[src/rtl/arb_req_agent.sv]
// rtl/arb_req_agent.sv - requester-side agent: per-client FIFOs, Req/Grant handshake, shared output bus
module arb_req_fifo #(
    parameter int DATA_W = 8,
    parameter int DEPTH  = 4
) (
    input  logic                       clk,
    input  logic                       rst,
    input  logic                       push,
    input  logic [DATA_W-1:0]          wdata,
    input  logic                       pop,
    output logic [DATA_W-1:0]          rdata,
    output logic [$clog2(DEPTH):0]     count
);
    localparam int PTR_W = $clog2(DEPTH);
    localparam int CNT_W = PTR_W + 1;

    logic [DATA_W-1:0] mem [DEPTH];
    logic [PTR_W-1:0]  wr_ptr;
    logic [PTR_W-1:0]  rd_ptr;

    // Contents need no reset; only pointers and count define what is valid.
    always_ff @(posedge clk) begin
        if (push) begin
            mem[wr_ptr] <= wdata;
        end
    end

    always_ff @(posedge clk) begin
        if (rst) begin
            wr_ptr <= '0;
            rd_ptr <= '0;
            count  <= '0;
        end else begin
            if (push) begin
                wr_ptr <= wr_ptr + PTR_W'(1);
            end
            if (pop) begin
                rd_ptr <= rd_ptr + PTR_W'(1);
            end
            case ({push, pop})
                2'b10:   count <= count + CNT_W'(1);
                2'b01:   count <= count - CNT_W'(1);
                default: count <= count;
            endcase
        end
    end

    assign rdata = mem[rd_ptr];
endmodule

module arb_req_agent #(
    parameter int NUM_REQ      = 4,
    parameter int DATA_W       = 8,
    parameter int FIFO_DEPTH   = 4,
    parameter int STARVE_LIMIT = 8
) (
    input  logic                        clk,
    input  logic                        rst,
    input  logic [NUM_REQ-1:0]          in_valid,
    output logic [NUM_REQ-1:0]          in_ready,
    input  logic [NUM_REQ*DATA_W-1:0]   in_data,
    output logic [NUM_REQ-1:0]          Req,
    input  logic [NUM_REQ-1:0]          Grant,
    output logic                        out_valid,
    output logic [DATA_W-1:0]           out_data,
    output logic [$clog2(NUM_REQ)-1:0]  out_src,
    output logic                        err_proto,
    output logic [NUM_REQ-1:0]          starve
);
    localparam int SRC_W = $clog2(NUM_REQ);
    localparam int CNT_W = $clog2(FIFO_DEPTH) + 1;
    localparam int STV_W = $clog2(STARVE_LIMIT + 1);

    logic [CNT_W-1:0]  count      [NUM_REQ];
    logic [DATA_W-1:0] head       [NUM_REQ];
    logic [STV_W-1:0]  starve_cnt [NUM_REQ];
    logic [NUM_REQ-1:0] push;
    logic [NUM_REQ-1:0] pop;

    logic              grant_one_hot;
    logic              grant_ok;
    logic              grant_bad;
    logic [SRC_W-1:0]  sel_idx;
    logic [DATA_W-1:0] sel_data;

    assign grant_one_hot = (Grant != '0) && ((Grant & (Grant - NUM_REQ'(1))) == '0);
    assign grant_ok      = grant_one_hot && ((Grant & Req) != '0);
    assign grant_bad     = (Grant != '0) && !grant_ok;

    for (genvar g = 0; g < NUM_REQ; g++) begin : g_client
        // in_ready looks only at the registered count, so a full FIFO never
        // accepts a word even when it is popped in the same cycle.
        assign in_ready[g] = !rst && (count[g] != CNT_W'(FIFO_DEPTH));
        assign Req[g]      = (count[g] != '0);
        assign push[g]     = in_valid[g] && in_ready[g];
        assign pop[g]      = grant_ok && Grant[g];
        assign starve[g]   = (starve_cnt[g] == STV_W'(STARVE_LIMIT));

        arb_req_fifo #(
            .DATA_W (DATA_W),
            .DEPTH  (FIFO_DEPTH)
        ) u_fifo (
            .clk   (clk),
            .rst   (rst),
            .push  (push[g]),
            .wdata (in_data[g*DATA_W +: DATA_W]),
            .pop   (pop[g]),
            .rdata (head[g]),
            .count (count[g])
        );
    end

    always_comb begin
        sel_idx  = '0;
        sel_data = '0;
        for (int i = 0; i < NUM_REQ; i++) begin
            if (Grant[i]) begin
                sel_idx  = SRC_W'(i);
                sel_data = head[i];
            end
        end
    end

    always_ff @(posedge clk) begin
        if (rst) begin
            out_valid <= 1'b0;
            out_data  <= '0;
            out_src   <= '0;
            err_proto <= 1'b0;
        end else begin
            out_valid <= grant_ok;
            if (grant_ok) begin
                out_data <= sel_data;
                out_src  <= sel_idx;
            end
            if (grant_bad) begin
                err_proto <= 1'b1;
            end
        end
    end

    always_ff @(posedge clk) begin
        for (int i = 0; i < NUM_REQ; i++) begin
            if (rst) begin
                starve_cnt[i] <= '0;
            end else if (Req[i] && !Grant[i]) begin
                if (starve_cnt[i] != STV_W'(STARVE_LIMIT)) begin
                    starve_cnt[i] <= starve_cnt[i] + STV_W'(1);
                end
            end else begin
                starve_cnt[i] <= '0;
            end
        end
    end
endmodule

[config.mk]
export PLATFORM = sky130hd
export DESIGN_NAME = arb_req_agent
export DESIGN_NICKNAME = d
export VERILOG_FILES = /design/src/rtl/arb_req_agent.sv
export SDC_FILE = /design/constraint.sdc
export NUM_CORES = 1
export LEC_CHECK = 0
export ABC_CLOCK_PERIOD_IN_PS = 2850
export CORE_MARGIN = 2
export CORE_UTILIZATION = 52
export CTS_CLUSTER_DIAMETER = 80
export DETAILED_ROUTE_END_ITERATION = 10
export HOLD_SLACK_MARGIN = 0.1
export PLACE_DENSITY_LB_ADDON = 0.05
export SYNTH_ARGS = -nofsm -noshare
export SYNTH_HDL_FRONTEND = slang
export SYNTH_SLANG_ARGS = --single-unit
[constraint.sdc]
create_clock -name clk -period 2.85 [get_ports clk]
set_input_delay 0.57 -clock clk [delete_from_list [all_inputs] [get_ports clk]]
set_output_delay 0.57 -clock clk [all_outputs]
set_load 0.005 [all_outputs]
# [Word-level counts from Yosys, hierarchy flattened]
# Memory sizes are Yosys's and may differ from the RTL's. A register that Yosys moved wholly into a read port is not among the register bits.
# Cells that the tools add are included.
[totals] reg_bits=40 mem_bits_rw=144 in_bits=42 out_inout_bits=24 wordCells=173 n_memories=5
[mem_list] name="g_client[0].u_fifo.mem" words=4 word_bits=8 read_ports=1 rd_ports_with_merged_regs=1 wr=1 line_no="17" source="logic [DATA_W-1:0] mem [DEPTH];"
[mem_list] name="g_client[1].u_fifo.mem" words=4 word_bits=8 read_ports=1 rd_ports_with_merged_regs=1 wr=1 line_no="17"
[mem_list] name="g_client[2].u_fifo.mem" words=4 word_bits=8 read_ports=1 rd_ports_with_merged_regs=1 wr=1 line_no="17"
[mem_list] name="g_client[3].u_fifo.mem" words=4 word_bits=8 read_ports=1 rd_ports_with_merged_regs=1 wr=1 line_no="17"
[mem_list] name="starve_cnt" words=4 word_bits=4 read_ports=4 rd_ports_with_merged_regs=0 wr=4 line_no="76" source="logic [STV_W-1:0] starve_cnt [NUM_REQ];"
[classes] add_sub_neg=21 eq_ne=20 mux=65 n_bitwise=10 reduce_logical=36
[ops] op="two-way mux 1 bit" count=39
[ops] op="two-way mux 4 bit" count=8
[ops] op="two-way mux 8 bit" count=4
[ops] op="case mux 3 bit (2 select lines)" count=4
[ops] op="two-way mux 2 bit" count=10
[ops] op="logical AND 1 bit" count=19
[ops] op="adder 2 x 1 -> 2 bit, second input constant" count=8
[ops] op="adder 4 x 1 -> 4 bit, second input constant" count=4
[ops] op="== test 4 bit, second input constant" count=4
[ops] op="inequality test 4 bit, second input constant" count=4
[ops] op="adder 3 x 1 -> 3 bit, second input constant" count=4
[ops] op="inequality test 3 bit, second input constant" count=4
[ops] op="nonzero test 3 bit" count=4
[ops] op="subtractor 3 x 1 -> 3 bit, second input constant" count=4
[ops] op="bitwise AND 4 bit" count=2
[ops] op="== test 2 x 1 -> 1 bit, second input constant" count=4
[ops] op="== test 2 bit, second input constant" count=4
[ops] op="bitwise OR 1 bit" count=8
[ops] op="nonzero test 2 bit" count=4
[ops] op="nonzero test 4 bit" count=2
[ops] op="zero test 1 bit" count=6
[ops] op="zero test 4 bit" count=1
[ops] op="subtractor 4 x 1 -> 4 bit, second input constant" count=1

# [Logic depth before layout (Yosys ltp)]
# Gate-level depths: netlist (run 1).
[depth] word_depth=8 ltp_mapped=11 mapped_depth_nobuf=9

# [Modules after synthesis]
# From an unflattened synthesis (run 1), not the netlist that was laid out.
[unflattened] hier_cells=543 hier_area_um2=8087.8
[by_module_without_submodules] mod="arb_req_fifo at g_client[1].u_fifo ..." instances=3 cells_per_inst=87 area_each_um2=1580.3 seq_area_each_um2=1141.1
[by_module_without_submodules] mod="arb_req_agent" instances=1 cells_per_inst=199 area_each_um2=1776.7 seq_area_each_um2=720.7
[by_module_without_submodules] mod="arb_req_fifo at g_client[0].u_fifo" instances=1 cells_per_inst=83 area_each_um2=1570.3 seq_area_each_um2=1141.1

# [Worst setup path after synthesis (run 1)]
# No wires, ideal clock.
[synth_timing] path_kind="input port to flip-flop" start="input port Grant[1]" end="register g_client[2].u_fifo.count[2]" setup_ns=0.070 arrival_time_ns=2.840 path_slack_ns=-0.061 stages=11 path_buffers=2 path_cell_list="buf_2 -> or3_4 -> and2_1 -> buf_6 -> nor4_4 -> ha_1 -> inv_1 -> fa_1 -> xor2_1 -> or3_1 -> a21oi_1"
[synth_via] elab_chain_len=8 elab_cells_between_ends=13
[synth_lines] element="start: declaration" line_no="63" source="input logic [NUM_REQ-1:0] Grant,"
[synth_lines] element="subtractor 4 x 1 -> 4 bit" line_no="86" source="assign grant_one_hot = (Grant != '0) && ((Grant & (Grant - NUM_REQ'(1))) == '0);"
[synth_lines] element="bitwise AND 4 bit" line_no="86"
[synth_lines] element="zero test 4 bit" line_no="86"
[synth_lines] element="logical AND 1 bit" line_no="86"
[synth_lines] element="logical AND 1 bit *" line_no="87" source="assign grant_ok = grant_one_hot && ((Grant & Req) != '0);"
[synth_lines] element="logical AND 1 bit *" line_no="96" source="assign pop[g] = grant_ok && Grant[g];"
[synth_lines] element="via g_client[2].u_fifo.pop" line_no="10" source="input logic pop,"
[synth_lines] element="== test 2 x 1 -> 1 bit or == test 2 bit (tied branches)" line_no="40" source="case ({push, pop})"
[synth_lines] element="case mux 3 bit (2 select lines) or nonzero test 2 bit (tied branches)"
[synth_lines] element="end signal: assignment" line_no="41" source="2'b10: count <= count + CNT_W'(1);"
[synth_lines] element="end signal: assignment" line_no="42" source="2'b01: count <= count - CNT_W'(1);"
[synth_lines] element="end signal: assignment" line_no="43" source="default: count <= count;"
[synth_lines] element="end: declaration" line_no="12" source="output logic [$clog2(DEPTH):0] count"
# Mark *: on every way through the listed nets, which the timed path passes. The rest lies on a longest branch.
# A chain may end at the register's enable or synchronous reset.

# [Final worst setup path (run 1)]
[layout_timing] start="input port Grant[3]" end="register g_client[0].u_fifo.count[2]"
[layout_via] elab_chain_len=8 elab_cells_between_ends=13
[layout_lines] element="subtractor 4 x 1 -> 4 bit" line_no="86"
[layout_lines] element="bitwise AND 4 bit" line_no="86"
[layout_lines] element="zero test 4 bit" line_no="86"
[layout_lines] element="logical AND 1 bit" line_no="86"
[layout_lines] element="logical AND 1 bit *" line_no="87"
[layout_lines] element="logical AND 1 bit *" line_no="96"
[layout_lines] element="via g_client[0].u_fifo.pop" line_no="10"
[layout_lines] element="== test 2 x 1 -> 1 bit or == test 2 bit (tied branches)" line_no="40"
[layout_lines] element="case mux 3 bit (2 select lines) or nonzero test 2 bit (tied branches)"
[layout_lines] element="end signal: assignment" line_no="41"
[layout_lines] element="end signal: assignment" line_no="42"
[layout_lines] element="end signal: assignment" line_no="43"
[layout_lines] element="end: declaration" line_no="12"
# Marks and branches as above.

==> results.json, run 1 <==
{
  "crit_type": "primary input to flop",
  "p_per_area_nw_per_um2": 638,
  "clk_pin_slew_ps": 70,
  "dp_hpwl_um": 12200,
  "finalClockSkew_ps": 8.17,
  "drv_slew": 0,
  "ys_seq_area_share_pct": 63.6,
  "swShare_pct": 24.4,
  "final_common_cell": "edfxtp_1",
  "gp_congestion": 0.806,
  "period_needed_ps": 2700,
  "track_usage_pct": 21.1,
  "hp-class": "flop to flop",
  "ys.warnings.count": 0,
  "cts_max_level": 4,
  "root_buffer": "clkbuf_16",
  "ys_ff_latch": 192,
  "cts.hold.buffers_added": 0,
  "seqPwrFrac_pct": 50.4,
  "die_y_um": 130,
  "p_int_uw": 4850,
  "grt_max_degree": 21,
  "vdd_ir_drop_max_mv": 0.420,
  "die_area_um2": 17000,
  "syn2layout_area_growth_pct": 21.1,
  "n_antenna_cell": 0,
  "core_area_um2": 15800,
  "regArea_um2": 5290,
  "syn_area_per_cell_um2": 13.9,
  "finalNetCount": 773,
  "drc": 0,
  "hold_viol_final": 0,
  "antenna_found_initial": 0,
  "cts_buffers": 17,
  "port_buffers": 65,
  "crit_chain": "clkdlybuf4s50_1 -> o31ai_1 -> and4_2 -> nor4_4 -> ha_2 -> inv_1 -> fa_1 -> xor2_1 -> or3_1 -> a21oi_1",
  "fmax_mhz": 371,
  "utilization_pct": 63.8,
  "tightest_slew_ps": 624,
  "overflow": 0,
  "grt_pass1_vias": 5099,
  "min_period_over_period_pct": 94.6,
  "final.setup.worst_slack_ps": 153,
  "layout-drive-gt1-share_pct": 15.7,
  "grt_pass1_wl_um": 26500,
  "multiInputGateArea_um2": 2770,
  "crit_fanout": 5,
  "via_per_inst": 5.45,
  "slowest_delay_ps": 490,
  "critPathCaptureType": "flop",
  "firstDrtPassIters": 4,
  "drt_iter0_drc": 348,
  "start_util_pct": 52.7,
  "clkLatencyLatePin_ps": 430,
  "die_w_um": 130,
  "synth.distinct_cells": 47,
  "slew_headroom_pct": 58.3,
  "netlist_area_um2": 8310,
  "startpoint_type": "primary input",
  "num_rows": 46,
  "cts_tree": "yes",
  "power_uw": 6420,
  "cap_violations": 0,
  "fin_tns_setup_ps": 0,
  "stdcell_count": 928,
  "rsz0062_at_grt": "false",
  "most-common-layout-cells": "144 x edfxtp_1, 61 x clkdlybuf4s50_1, 51 x nor2_1",
  "ant_nets": 0,
  "n_fill_cell": 1223,
  "clkSinkCount": 192,
  "cp.required_ps": 3210,
  "p_leak_uw": 0.00351,
  "status": "completed",
  "dpl.cell_count": 896,
  "setup-violations-final": 0,
  "clock_path_buffers": 2,
  "ios": 66,
  "synth_nets": 670,
  "arrival_ps": 3060,
  "cp_slowest_cell": "clkdlybuf4s50_1",
  "wl_per_cell_um": 18.3,
  "drt_wl_total_um": 16900,
  "synthCells": 596,
  "combPwrFrac_pct": 12.7,
  "p_sw_uw": 1570,
  "dp_slack_ps": -491,
  "vias": 5060,
  "p_clk_share_pct": 36.9
}
==> path summary, 6_finish.rpt <==
path	from	endpoint	slack, ps	depth (start not counted)
worst max register to register	g_client[1].u_fifo.count[2]	g_client[0].u_fifo.count[2]	310	9
worst min register to register	err_proto	err_proto	470	1
worst max-delay path	Grant[3]	g_client[0].u_fifo.count[2]	150	10
worst min-delay path	err_proto	err_proto	470	1
==> cell families (layout without fill, tap and decap cells) <==
family / after synthesis / after routing / synth area share, %
flops: 192 / 192 / 63.6
simple gates: 144 / 144 / 9.17
compound gates: 79 / 79 / 6.50
buf+inv: 69 / 185 / 3.46
mux: 59 / 59 / 9.88
fa+ha+maj: 32 / 32 / 5.18
xor+xnor: 21 / 21 / 2.21
==> worst max-delay path, delay by kind of cell <==
kind	cells	cell delay [ps]
xor gates and xnor gates	1	150
AOI/OAI and AO/OA	2	230
adders and majority gates	2	610
and+or+nand+nor	3	940
buffers and inverters	2	540
==> registers in the layout, summed over array words and instances, names as in the netlist, named ones only <==
name	cells
g_client.u_fifo.mem	128
starve_cnt	16
g_client.u_fifo.count	12
g_client.u_fifo.rd_ptr	8
g_client.u_fifo.wr_ptr	8
out_data	8
out_src	2
err_proto	1
out_valid	1
==> Yosys cell counts (all sizes together) <==
| cell | count | area [um^2] |
|---|---|---|
| dfxtp | 48 | 961 |
| and2 | 17 | 106 |
| nand2 | 23 | 86.3 |
| clkbuf | 11 | 41.3 |
| inv | 45 | 169 |
| nor2 | 51 | 191 |
| nand4 | 2 | 12.5 |
| nand3b | 3 | 22.5 |
| fa | 4 | 80.1 |
| mux2 | 14 | 158 |
| or3 | 9 | 61.3 |
| o21ai | 11 | 55.1 |
| xnor2 | 8 | 70.1 |
| nor4 | 9 | 92.6 |
| edfxtp | 144 | 4320 |
| and4 | 2 | 17.5 |
| nand3 | 5 | 25.0 |
| mux2i | 28 | 280 |
| a22oi | 4 | 30.0 |
| buf | 13 | 77.6 |
| a21oi | 12 | 60.1 |
| nor2b | 8 | 50.1 |
| o221ai | 4 | 35.0 |
| ha | 28 | 350 |
| xor2 | 13 | 114 |
| nor3 | 6 | 35.0 |
| and3 | 3 | 18.8 |
| nor3b | 2 | 15.0 |
| a211o | 1 | 8.76 |
| a311oi | 5 | 43.8 |
| mux4 | 17 | 383 |
| o21a | 1 | 7.51 |
| o32ai | 4 | 35.0 |
| a211oi | 6 | 57.6 |
| a31oi | 8 | 50.1 |
| or3b | 1 | 8.76 |
| a41o | 1 | 10.0 |
| o22ai | 14 | 87.6 |
| o31ai | 8 | 60.1 |
| nand2b | 3 | 18.8 |
==> layer usage <==
layer	global-route usage [%]	routed length [um]
met5	0	0
met4	7.63	213
met3	4.52	857
met2	35.5	8580
met1	27.5	7280
==> power groups by stage <==
stage / Sequential [uW] / Combinational (uW) / Clock, uW
6_report: 3240 / 815 / 2370
5_1_grt: 3250 / 899 / 2530
2_1_floorplan: 3250 / 457 / 0
3_5_place_dp: 3300 / 807 / 0
4_1_cts: 3240 / 819 / 2420
3_3_place_gp: 3290 / 784 / 0
==> metrics by stage <==
step | hold slack [ps] | area (um^2)
after CTS | 470 | 10000
after floorplan | 464 | 8320
after detailed placement | 458 | 9440
after global routing | 485 | 10100
after global placement | 451 | 9440
final | 469 | 10100
==> area by class of cell <==
cell class              instances  area share (%)
well taps                     216            2.69
flip-flops and latches        192            52.5
repair buffers                108            9.70
multi-input cells             335            27.6
inverters                      45            1.68
clock inverters                13            1.53
clock buffers                  19            4.30
==> what timing repair did <==
action	CTS	global route
setup buffers	0	0
resized for setup	3	4
endpoints found under the setup margin	3	4
Power figures use the tool's default switching activity.
==> run 2, diff against run 1 <==
--- a/config.mk
+++ b/config.mk
@@ -6,7 +6,6 @@
 export NUM_CORES = 1
 export LEC_CHECK = 0
 export ABC_CLOCK_PERIOD_IN_PS = 2850
-export CORE_MARGIN = 2
 export CORE_UTILIZATION = 52
 export CTS_CLUSTER_DIAMETER = 80
 export DETAILED_ROUTE_END_ITERATION = 10
==> results.json, run 2 (synthesis gave the netlist of run 1 again) <==
{
  "wl_per_cell_um": 18.4,
  "cap_violations": 0,
  "finalNetCount": 768,
  "clkSinkCount": 192,
  "drv_slew": 0,
  "die_w_um": 128,
  "seqPwrFrac_pct": 51.0,
  "finalClockSkew_ps": 10.2,
  "reg_top3": "g_client.u_fifo.mem (128), starve_cnt (16), g_client.u_fifo.count (12)",
  "p_per_area_nw_per_um2": 634,
  "ant_nets": 0,
  "startpoint_type": "primary input",
  "grt_max_degree": 25,
  "drt_iter0_drc": 372,
  "syn2layout_area_growth_pct": 20.4,
  "cp.required_ps": 3210,
  "largest-register": "g_client.u_fifo.mem",
  "grt_pass1_wl_um": 26200,
  "antenna_found_initial": 0,
  "start_util_pct": 53.9,
  "tightest_slew_ps": 653,
  "fmax_mhz": 373,
  "hp-class": "flop to flop",
  "clkLatencyLatePin_ps": 430,
  "hold_ws_ps": 465,
  "combPwrFrac_pct": 12.7,
  "core_area_um2": 15400,
  "slowest_delay_ps": 480,
  "p_leak_uw": 0.00348,
  "status": "completed",
  "vias": 5012,
  "dp_hpwl_um": 12300,
  "cts.hold.buffers_added": 0,
  "track_usage_pct": 21.7,
  "hold_viol_final": 0,
  "p_int_uw": 4720,
  "overflow": 0,
  "crit_type": "primary input to flop",
  "critPathBufInv": 2,
  "crit_chain": "clkdlybuf4s50_1 -> o31ai_1 -> and4_1 -> nor4_4 -> ha_2 -> inv_1 -> fa_1 -> xor2_1 -> or3_1 -> a21oi_1",
  "clock_path_buffers": 2,
  "rsz0062_at_grt": "false",
  "p_clk_share_pct": 36.3,
  "crit_fanout": 4,
  "most-common-layout-cells": "144 x edfxtp_1, 61 x clkdlybuf4s50_1, 51 x nor2_1",
  "n_antenna_cell": 0,
  "path_delay_family": "simple AND/OR/NAND/NOR gates",
  "root_buffer": "clkbuf_16",
  "utilization_pct": 64.8,
  "largest_register_ffs": 128,
  "final_common_cell": "edfxtp_1",
  "postCtsSetupBuffers": 0,
  "critPathCaptureType": "flop",
  "cts_max_level": 4,
  "via_per_inst": 5.46,
  "drc": 0,
  "vdd_ir_drop_max_mv": 0.431,
  "min_period_over_period_pct": 94.2,
  "fin_tns_setup_ps": 0,
  "swShare_pct": 25.6,
  "drt_wl_total_um": 16900,
  "die_area_um2": 16500,
  "arrival_ps": 3040,
  "firstDrtPassIters": 4,
  "p_sw_uw": 1620,
  "setup-violations-final": 0,
  "die_y_um": 128,
  "n_fill_cell": 1152,
  "cts_buffers": 17,
  "num_rows": 45,
  "period_needed_ps": 2680,
  "port_buffers": 65,
  "grt_pass1_vias": 4974,
  "layout-drive-gt1-share_pct": 15.4,
  "slew_headroom_pct": 56.4,
  "gp_congestion": 0.815,
  "ios": 66,
  "cts_tree": "yes",
  "cp_slowest_cell": "clkdlybuf4s50_1",
  "clk_pin_slew_ps": 60
}
==> run 2: cell types whose count changed in the layout (fill, tap and decap cells not counted), sizes merged <==
cell,previous run,this run
dlygate4sd2,0,1
dlymetal6s2s,3,2
clkinv,4,6
buf,44,39
inv,50,51
clkbuf,19,18
bufinv,2,0
==> run 2: worst paths after layout <==
check                               from                     endpoint  slack (ps)  cells past startpoint
max                             Grant[3]  g_client[2].u_fifo.count[2]         170                     10
min                            err_proto                    err_proto         460                      1
max reg2reg  g_client[0].u_fifo.count[0]  g_client[2].u_fifo.count[2]         290                      9
min reg2reg                    err_proto                    err_proto         460                      1
==> run 2: stage by stage <==
| step | total power (uW) | cells | instance area, um^2 | worst slack [ps] |
|---|---|---|---|---|
| 2_1_floorplan | 3710 | 596 | 8320 | 3.07 |
| 6_report | 6340 | 918 | 10000 | 166 |
| 3_3_place_gp | 4070 | 886 | 9400 | -377 |
| 5_1_grt | 6580 | 918 | 10000 | 23.5 |
| 3_5_place_dp | 4100 | 886 | 9400 | -471 |
| 4_1_cts | 6390 | 918 | 10000 | 22.4 |
==> run 2: repair_timing <==
action                                  4_1_cts  5_1_grt
endpoints found under the setup margin        2        4
gates resized for setup                       3        2
cloned                                        0        0
==> run 2: power groups by stage <==
stage / clock (uW) / sequential (uW) / combinational, uW
after floorplan: 0 / 3250 / 457
after global placement: 0 / 3290 / 775
after detailed placement: 0 / 3300 / 799
after CTS: 2350 / 3230 / 808
after global routing: 2460 / 3250 / 876
final: 2300 / 3230 / 803
==> run 2: final cells by class <==
class / count / area [um^2] / share of cell area (%)
Clock buffer: 18 / 439 / 4.39
Timing Repair Buffer: 103 / 935 / 9.34
Inverter: 45 / 169 / 1.69
Sequential cell: 192 / 5290 / 52.8
Tap cell: 211 / 264 / 2.64
Multi-Input combinational cell: 335 / 2770 / 27.6
Clock inverter: 14 / 146 / 1.46
==> run 2: metal layers <==
metal,wire length (um),up-vias,GRT usage [%]
li1,-,2409,-
met1,7510,2461,28.6
met2,8400,117,36.1
met3,723,25,4.66
met4,223,0,7.06
met5,0,-,0
